--- src/rtl/vospi_packet_parser.sv ---
// VoSPI packet parser: splits the word stream into ID, CRC and payload,
// checks line sequencing and flags discard packets and frame completion.
module vospi_packet_parser #(
  parameter int PAYLOAD_WORDS_P = 80,
  parameter int LINES_P         = 60
) (
  input  logic        clk_i,
  input  logic        reset_ni,
  input  logic [15:0] word_i,
  input  logic        word_valid_i,
  input  logic        resync_i,
  output logic [15:0] payload_o,
  output logic        payload_valid_o,
  output logic        sol_o,
  output logic        eol_o,
  output logic [6:0]  line_o,
  output logic [15:0] crc_o,
  output logic        frame_done_o,
  output logic        discard_o,
  output logic        seq_err_o
);

  localparam int CNT_W = (PAYLOAD_WORDS_P > 1) ? $clog2(PAYLOAD_WORDS_P) : 1;
  localparam logic [CNT_W-1:0] LAST_WORD = CNT_W'(PAYLOAD_WORDS_P - 1);
  localparam logic [11:0]      LAST_LINE = 12'(LINES_P - 1);

  localparam logic [1:0] HDR_ID  = 2'd0;
  localparam logic [1:0] HDR_CRC = 2'd1;
  localparam logic [1:0] PAYLOAD = 2'd2;
  localparam logic [1:0] SKIP    = 2'd3;

  logic [1:0]       state;
  logic [CNT_W-1:0] word_cnt;
  logic [11:0]      expected_line;
  logic [11:0]      pkt_num;
  logic             pkt_discard;
  logic             pkt_accept;

  logic [11:0] id_num;
  logic        id_discard;
  logic        id_accept;
  logic        last_word;

  // Packet 0 is always accepted so the parser can re-lock onto a new frame.
  always_comb begin
    id_num     = word_i[11:0];
    id_discard = (word_i[11:8] == 4'hF);
    id_accept  = !id_discard && ((id_num == expected_line) || (id_num == 12'd0));
    last_word  = (word_cnt == LAST_WORD);
  end

  always_ff @(posedge clk_i or negedge reset_ni) begin
    if (!reset_ni) begin
      state           <= HDR_ID;
      word_cnt        <= '0;
      expected_line   <= '0;
      pkt_num         <= '0;
      pkt_discard     <= 1'b0;
      pkt_accept      <= 1'b0;
      payload_o       <= '0;
      payload_valid_o <= 1'b0;
      sol_o           <= 1'b0;
      eol_o           <= 1'b0;
      line_o          <= '0;
      crc_o           <= '0;
      frame_done_o    <= 1'b0;
      discard_o       <= 1'b0;
      seq_err_o       <= 1'b0;
    end else begin
      payload_valid_o <= 1'b0;
      sol_o           <= 1'b0;
      eol_o           <= 1'b0;
      frame_done_o    <= 1'b0;
      discard_o       <= 1'b0;
      seq_err_o       <= 1'b0;
      // Resync takes priority over any word arriving in the same cycle.
      if (resync_i) begin
        state         <= HDR_ID;
        word_cnt      <= '0;
        expected_line <= '0;
      end else if (word_valid_i) begin
        case (state)
          HDR_ID: begin
            pkt_num     <= id_num;
            pkt_discard <= id_discard;
            pkt_accept  <= id_accept;
            word_cnt    <= '0;
            if (!id_discard && !id_accept) begin
              seq_err_o     <= 1'b1;
              expected_line <= '0;
            end
            state <= HDR_CRC;
          end
          HDR_CRC: begin
            if (pkt_accept) begin
              crc_o  <= word_i;
              line_o <= pkt_num[6:0];
              state  <= PAYLOAD;
            end else begin
              state <= SKIP;
            end
          end
          PAYLOAD: begin
            payload_o       <= word_i;
            payload_valid_o <= 1'b1;
            sol_o           <= (word_cnt == '0);
            eol_o           <= last_word;
            if (last_word) begin
              state    <= HDR_ID;
              word_cnt <= '0;
              if (pkt_num == LAST_LINE) begin
                expected_line <= '0;
                frame_done_o  <= 1'b1;
              end else begin
                expected_line <= pkt_num + 12'd1;
              end
            end else begin
              word_cnt <= word_cnt + 1'b1;
            end
          end
          SKIP: begin
            if (last_word) begin
              state     <= HDR_ID;
              word_cnt  <= '0;
              discard_o <= pkt_discard;
            end else begin
              word_cnt <= word_cnt + 1'b1;
            end
          end
          default: state <= HDR_ID;
        endcase
      end
    end
  end

endmodule
--- config.mk ---
export PLATFORM = sky130hd
export DESIGN_NAME = vospi_packet_parser
export DESIGN_NICKNAME = d
export VERILOG_FILES = /design/src/rtl/vospi_packet_parser.sv
export SDC_FILE = /design/constraint.sdc
export NUM_CORES = 1
export LEC_CHECK = 0
export CORE_ASPECT_RATIO = 0.5
export CORE_UTILIZATION = 47
export CTS_CLUSTER_SIZE = 12
export DETAILED_ROUTE_END_ITERATION = 16
export PLACE_DENSITY_LB_ADDON = 0.25
export SETUP_SLACK_MARGIN = 0.3
export SLEW_MARGIN = 20
export SYNTH_ARGS = -nofsm -noshare
export SYNTH_HDL_FRONTEND = slang
export SYNTH_SLANG_ARGS = --single-unit
--- constraint.sdc ---
create_clock -name clk_i -period 1.8 [get_ports clk_i]
set_input_delay 0.18 -clock clk_i [delete_from_list [all_inputs] [get_ports clk_i]]
set_output_delay 0.18 -clock clk_i [all_outputs]
set_load 0.1 [all_outputs]
==> results of run 1 <==
[what timing repair did]
action                                 4_1_cts  5_1_grt
setup endpoints to repair                   21       34
endpoints found under the hold margin       40        0
gates cloned                                 2        1
buffers inserted                             4        8
hold buffers                                 1        0
pin swaps                                    3        9
gates resized for setup                      8       22
[worst max-delay path by stage]
| stage | start | depth (start not counted) | endpoint |
|---|---|---|---|
| after CTS | word_cnt[1] | 7 | expected_line[1] |
| after global placement | word_i[3] | 7 | expected_line[0] |
| after detailed placement | word_i[3] | 7 | expected_line[1] |
| after global routing | pkt_num[1] | 6 | expected_line[1] |
| after floorplan | word_cnt[1] | 7 | expected_line[10] |
| final | word_cnt[1] | 7 | expected_line[8] |
[power breakdown]
part	leakage (nW)	internal [mW]	switching [mW]
logic	1.19	0.697	1.75
clock network	0.160	1.25	0.732
registers	1.05	2.06	0.225
[logic make-up (layout without fill, tap and decap cells)]
group,after synthesis,count (layout),share of synthesized area [%]
muxes,49,49,15.7
xor gates and xnor gates,26,26,6.23
AOI/OAI and AO/OA,28,29,6.16
buffers and inverters,21,131,4.21
DFF,80,80,54.7
adders and majority gates,3,3,1.03
and+or+nand+nor,76,77,11.9
[critical path: cells and delay by family, from the launching register on]
family | cells | cell delay, ns
buffers and inverters | 1 | 0.16
AO/OA/AOI/OAI | 2 | 0.48
AND/OR/NAND/NOR | 3 | 0.42
adder cells (fa/ha/maj) | 1 | 0.19
flip-flops | 1 | 0.38
[final cells by class]
class | count | area share (%)
Sequential cell | 80 | 39.7
Clock buffer | 11 | 4.81
Timing Repair Buffer | 105 | 18.1
Multi-Input combinational cell | 184 | 32.8
Inverter | 10 | 0.743
Clock inverter | 5 | 1.56
Tap cell | 96 | 2.38
[layout by cell type, fill, tap and decap left out, types with 10 or more instances in the layout]
| cell type | instances |
|---|---|
| xnor2_1 | 17 |
| nand2_1 | 15 |
| nand4_1 | 10 |
| dfrtp_1 | 79 |
| mux2_2 | 31 |
| clkdlybuf4s50_1 | 17 |
| nor2_1 | 14 |
| a32o_1 | 12 |
| mux2_4 | 16 |
| inv_1 | 10 |
| buf_4 | 79 |
| clkbuf_16 | 10 |
[registers in the layout, summed over array words and instances (netlist names)]
register,flops
frame_done_o,1
expected_line,12
pkt_num,12
seq_err_o,1
pkt_discard,1
discard_o,1
payload_o,16
crc_o,16
line_o,7
eol_o,1
sol_o,1
word_cnt,7
payload_valid_o,1
pkt_accept,1
state,2
[metal layers]
layer / track usage, % / up-vias
met5: 0 / -
met4: 6.10 / 0
met3: 7.96 / 12
met2: 39.6 / 70
met1: 29.4 / 1376
li1: - / 1233
[stage by stage]
stage / hold slack [ns] / power (mW) / std cells / util, %
final: 0.350 / 6.72 / 491 / 68.0
after global routing: 0.419 / 6.95 / 491 / 68.0
after CTS: 0.375 / 6.68 / 482 / 65.6
after detailed placement: 0.203 / 4.64 / 459 / 60.0
after global placement: 0.196 / 4.60 / 459 / 60.0
after floorplan: -0.116 / 4.06 / 283 / -
==> summary.md, run 1 <==
| Metric | Value |
|---|---|
| Synth Warn # | `0` |
| Clock tree buffer depth | `2` |
| Setup total negative slack | `0 ns` |
| Dpl cell area | `4460 sq um` |
| Die Ht | `64.4 um` |
| CP Class | `reg -> reg` |
| Setup slack, reg-to-reg | `0.1 ns` |
| Post-synth EDFFs | `0` |
| Syn Area/Cell | `12.9 sq um` |
| Seq. cell area | `2000 sq um` |
| Met3 routed WL | `414 um` |
| Grt total ovfl | `0` |
| Die Width | `127 um` |
| Clk root buf | `clkbuf_16` |
| CTS buffer count | `9` |
| Synth Flop Type | `dfrtp_1` |
| Worst Path Arrival | `1.98 ns` |
| R2r startpoint | `word_cnt[1]` |
| CTS clk-pin slew, worst paths | `0.06 ns` |
| Diodes inserted | `0` |
| DRT iter0 DRCs | `114` |
| HPWL after DPL | `5.78 mm` |
| RR Endpoint | `expected_line[8]` |
| Commonest cells in the netlist | `80 x dfrtp_1, 40 x mux2_2, 20 x xnor2_1` |
| Sequential-to-total area share from yosys stat | `54.7%` |
| Leakage | `2.39 nW` |
| Final net count | `413` |
| Max Fanout on Critical Path | `6` |
| PortBufs | `64` |
| Core area | `7430 sq um` |
| Final worst slack | `0.0953 ns` |
| Area grow syn2layout | `38.1%` |
| Fill cells | `564` |
| Critical path, cell by cell | `ha_2, and4bb_2, a221oi_4, nor3b_2, buf_4, nand2b_4, a32o_1` |
| Distinct cell type count after synthesis | `37` |
| Total vias in the final route | `2691` |
| Max-slew headroom | `63.8%` |
| Crit share post-route | `94.7%` |
| Setup crit start kind | `flop` |
| Syn Inst Count | `283` |
| Post-Route M1 WL | `4.10 mm` |
| Reg2Reg Depth | `7` |
| Final Wtd Congestion | `0.907` |
| Via-to-Cell Ratio | `5.48` |
| RSZ-0062 raised after global routing | `yes` |
| First-pass GRT wire length | `14.2 mm` |
| Multi-input gate area | `1660 sq um` |
| Slew of the pin with the lowest slew margin | `0.544 ns` |
| # IOs | `65` |
| Maximum vdd drop | `0.867 mV` |
| CP max-delay cell | `dfrtp_1` |
| DRC | `0` |
| Pre-CTS WS | `-0.110 ns` |
| PD cells | `1330 nW/um^2` |
| Required @ worst endpoint | `2.08 ns` |
| Hold WC Path Type | `in -> async` |
| CP Capture Type | `flop` |
| Status | `complete, no violations` |
| Cell Area, Synth | `3660 sq um` |
| Area contributors post-synth | `dfrtp_1 55%, mux2_2 12%, xnor2_1 4.8%` |
| Number of global-route vias before repair | `2736` |
| Drt wl/cell | `18.8 um` |
| Layout cell share with drive strength beyond 1 | `44.3%` |
| Final setup violation count | `0` |
| Max Freq | `0.587 GHz` |
| Critical Path Max Stage Delay | `0.38 ns` |
| Cell row count | `22` |
| Top Layer Used | `met4` |
| Design Area, Final | `5050 sq um` |
| Most common cell in the netlist | `dfrtp_1` |
| Async S/R FF share, synth | `100%` |
| Worst Skew | `0.00660 ns` |
| CTS sink cnt | `80` |
| Max_cap viols | `0` |
| Skew-Pair Late Insertion Delay | `0.35 ns` |
| Fin. Hold Viols | `0` |
| Tmin final | `1.70 ns` |
| Top cell type's share of synthesized area | `54.7%` |
| CTS tree | `done` |
| Register bit total from synthesis | `80` |
| Syn nets | `306` |
| Initial cell density of the core | `49.2%` |
| Largest net degree at the start of global routing | `43` |
| H-tree depth | `3` |
| Area leader, netlist | `dfrtp_1` |
| Wire length on met2 | `4.59 mm` |
| Drt pass-1 iters | `4` |
| Slew Viols, Final | `0` |
| Tot GR Track Use | `23.6%` |
| Die area | `8160 sq um` |
| Routed Antenna Nets | `0` |
| Initial antenna violation count | `0` |
| WL final | `9.22 mm` |
No activity file was read; power rests on OpenSTA's default activity.
==> run 2: changes to the inputs <==
--- a/config.mk
+++ b/config.mk
@@ -6,6 +6,8 @@
 export NUM_CORES = 1
 export LEC_CHECK = 0
+export CELL_PAD_IN_SITES_DETAIL_PLACEMENT = 1
+export CELL_PAD_IN_SITES_GLOBAL_PLACEMENT = 1
 export CORE_ASPECT_RATIO = 0.5
-export CORE_UTILIZATION = 47
+export CORE_UTILIZATION = 38
 export CTS_CLUSTER_SIZE = 12
 export DETAILED_ROUTE_END_ITERATION = 16
==> constraint.sdc (replaced) <==
create_clock -name clk_i -period 1.8 [get_ports clk_i]
set_input_delay 0.27 -clock clk_i [delete_from_list [all_inputs] [get_ports clk_i]]
set_output_delay 0.27 -clock clk_i [all_outputs]
set_load 0.1 [all_outputs]
==> run 2 against run 1 <==
  * Clock skew fell by 0.00067 ns
  * Non-clock buffer count rose by 7
  * Register-to-register slack got worse by 0.05 ns
  * Maximum frequency fell by 2.8%
  * Critical path type unchanged
==> summary.md, run 2 (synthesized netlist as in run 1, its figures left out) <==
| Metric | Value |
|---|---|
| Layout cell share with drive strength beyond 1 | `45.9% (+1.6 points)` |
| Drt wl/cell | `20.5 um (+8.9%)` |
| Worst Skew | `0.00593 ns (-0.000671 ns)` |
| Met2 Use GR | `40.7% (+1.1 points)` |
| RSZ-0062 raised after global routing | `yes` |
| Number of global-route vias before repair | `3101 (+13%)` |
| Core area | `9010 sq um (+21%)` |
| DRT iter0 DRCs | `106 (-7.0%)` |
| Via-to-Cell Ratio | `5.32 (-2.9%)` |
| Worst hold path depth | `2` |
| Met1 Track Usage GR | `26.6% (-2.8 points)` |
| Grt total ovfl | `0 (unchanged)` |
| Seq. cell area | `2000 sq um (about the same)` |
| Setup slack, reg-to-reg | `0.05 ns (-0.05 ns)` |
| Max-slew headroom | `75.1% (+11 points)` |
| Routed Antenna Nets | `0 (unchanged)` |
| # IOs | `65 (unchanged)` |
| Slew Viols, Final | `0 (unchanged)` |
| Cell row count | `24 (+9.1%)` |
| Initial antenna violation count | `0 (unchanged)` |
| CP Class | `reg -> reg` |
| Fin. Hold Viols | `0 (unchanged)` |
| GRT busiest layer | `met2` |
| Maximum vdd drop | `0.895 mV (+3.3%)` |
| RR Endpoint | `expected_line[1]` |
| Final net count | `420 (+1.7%)` |
| Hold WC Path Type | `in -> reg` |
| Leakage | `2.53 nW (+5.7%)` |
| Most common cell after layout, fill and taps aside | `dfrtp_1` |
| Skew-Pair Late Insertion Delay | `0.34 ns (about the same)` |
| Max_cap viols | `0 (unchanged)` |
| Area grow syn2layout | `45.4%` |
| Clk root buf | `clkbuf_16` |
| M3 GR Usage | `4.75% (-3.2 points)` |
| Largest net degree at the start of global routing | `40 (-7.0%)` |
| CTS tree | `done` |
| CTS clk-pin slew, worst paths | `0.06 ns (about the same)` |
| Required @ worst endpoint | `2.02 ns (-0.06 ns)` |
| Tot GR Track Use | `22.3% (-1.2 points)` |
| First-pass GRT wire length | `16.8 mm (+18%)` |
| CP Capture Type | `flop` |
| Die area | `10000 sq um (+23%)` |
| Reg2Reg Depth | `7 (unchanged)` |
| Hold endpoint | `pkt_num[10]` |
| PD cells | `1290 nW/um^2 (-3.1%)` |
| Max Fanout on Critical Path | `6 (unchanged)` |
| Slew of the pin with the lowest slew margin | `0.370 ns (-0.173 ns)` |
| Tmin final | `1.75 ns (+0.0492 ns)` |
| Most frequent cells in the layout | `78 x dfrtp_1, 72 x buf_4, 38 x mux2_2` |
| Crit share post-route | `97.4% (+2.7 points)` |
| DRC | `0 (unchanged)` |
| Die Ht | `71.4 um (+11%)` |
| Status | `complete, no violations` |
| R2r startpoint | `word_cnt[1]` |
| Diodes inserted | `0 (unchanged)` |
| Max Freq | `0.570 GHz (-2.8%)` |
| CTS buffer count | `9 (unchanged)` |
| Final Wtd Congestion | `0.825 (-9.1%)` |
| Crit path from | `word_cnt[1]` |
| Worst Path Arrival | `1.98 ns (about the same)` |
| Final setup violation count | `0 (unchanged)` |
| Die Width | `141 um (+11%)` |
| Setup crit start kind | `flop` |
| H-tree depth | `3 (unchanged)` |
| Biggest regs | `crc_o: 16 flops, payload_o: 16 flops` |
| Clock tree buffer depth | `2 (unchanged)` |
| Drt pass-1 iters | `4 (unchanged)` |
| PortBufs | `64 (unchanged)` |
| Initial cell density of the core | `40.6% (-8.6 points)` |
| Total vias in the final route | `2757 (+2.5%)` |
| HPWL after DPL | `6.90 mm (+19%)` |
| Setup total negative slack | `0 ns (unchanged)` |
| Worst hold margin | `0.336 ns (-0.0134 ns)` |
| Multi-input gate area | `1640 sq um (-0.83%)` |
| Final core occ | `59.0% (-8.9 points)` |
| WL final | `10.6 mm (+15%)` |
| CTS sink cnt | `80 (unchanged)` |
| HP Start | `word_i[10]` |
| Fill cells | `887 (+57%)` |
-- run 2: cell types whose count changed in the layout (fill, tap and decap cells not counted), sizes merged --
| cell | previous run | this run |
|---|---|---|
| clkdlybuf4s50 | 17 | 8 |
| buf | 85 | 92 |
| dlymetal6s2s | 1 | 7 |
| dlygate4sd2 | 0 | 3 |
| clkbuf | 12 | 10 |
| bufbuf | 0 | 1 |
| clkinvlp | 0 | 1 |
| inv | 11 | 10 |
-- run 2: per-stage QoR --
step,setup WS [ns],cell area [sq um],total power [mW],instances
after floorplan,0.193,3680,4.06,283
final,0.0462,5320,6.86,518
after CTS,0.0473,5210,6.86,513
after global routing,-0.00484,5320,7.07,518
after detailed placement,-0.285,4690,4.82,486
after global placement,-0.171,4690,4.76,486
-- run 2: worst max path at each step --
| stage | to | slack [ns] | cells after the start |
|---|---|---|---|
| 6_report | expected_line[1] | 0.05 | 7 |
| 5_1_grt | expected_line[1] | -0.005 | 7 |
| 4_1_cts | expected_line[1] | 0.05 | 5 |
| 3_5_place_dp | expected_line[1] | -0.28 | 6 |
| 3_3_place_gp | expected_line[1] | -0.17 | 7 |
| 2_1_floorplan | expected_line[10] | 0.19 | 7 |
-- run 2: layout make-up --
| cell class | instances | share of cell area (%) |
|---|---|---|
| Multi-Input combinational cell | 184 | 30.9 |
| Sequential cell | 80 | 37.7 |
| Inverter | 10 | 0.706 |
| Timing Repair Buffer | 112 | 22.0 |
| Tap cell | 117 | 2.75 |
| Clock inverter | 5 | 1.53 |
| Clock buffer | 10 | 4.49 |
-- run 2: worst max-delay path, cell delays in order, from the launching register on --
cell,delay (ns)
dfrtp_1,0.37
ha_2,0.18
and4bb_2,0.29
a221oi_4,0.09
nor3b_2,0.16
buf_4,0.17
nand2b_4,0.09
a32o_1,0.27
-- run 2: where the power goes --
| part | internal (mW) | switching (mW) |
|---|---|---|
| registers | 2.06 | 0.253 |
| logic | 0.801 | 1.77 |
| clock network | 1.24 | 0.725 |
| total | 4.10 | 2.75 |
-- run 2: routing by layer --
metal,wire length (um),vias to the layer above
met1,4450,1421
met5,0,-
met4,200,0
met2,5500,62
li1,-,1253
met3,444,21
-- run 2: timing repair --
| item | CTS | global route |
|---|---|---|
| gates cloned | 3 | 1 |
| hold buffers | 1 | 0 |
| setup buffers | 8 | 4 |
| resized for setup | 19 | 16 |
| pin swaps | 7 | 15 |
| hold endpoints to repair | 22 | 0 |
| endpoints found under the setup margin | 67 | 35 |
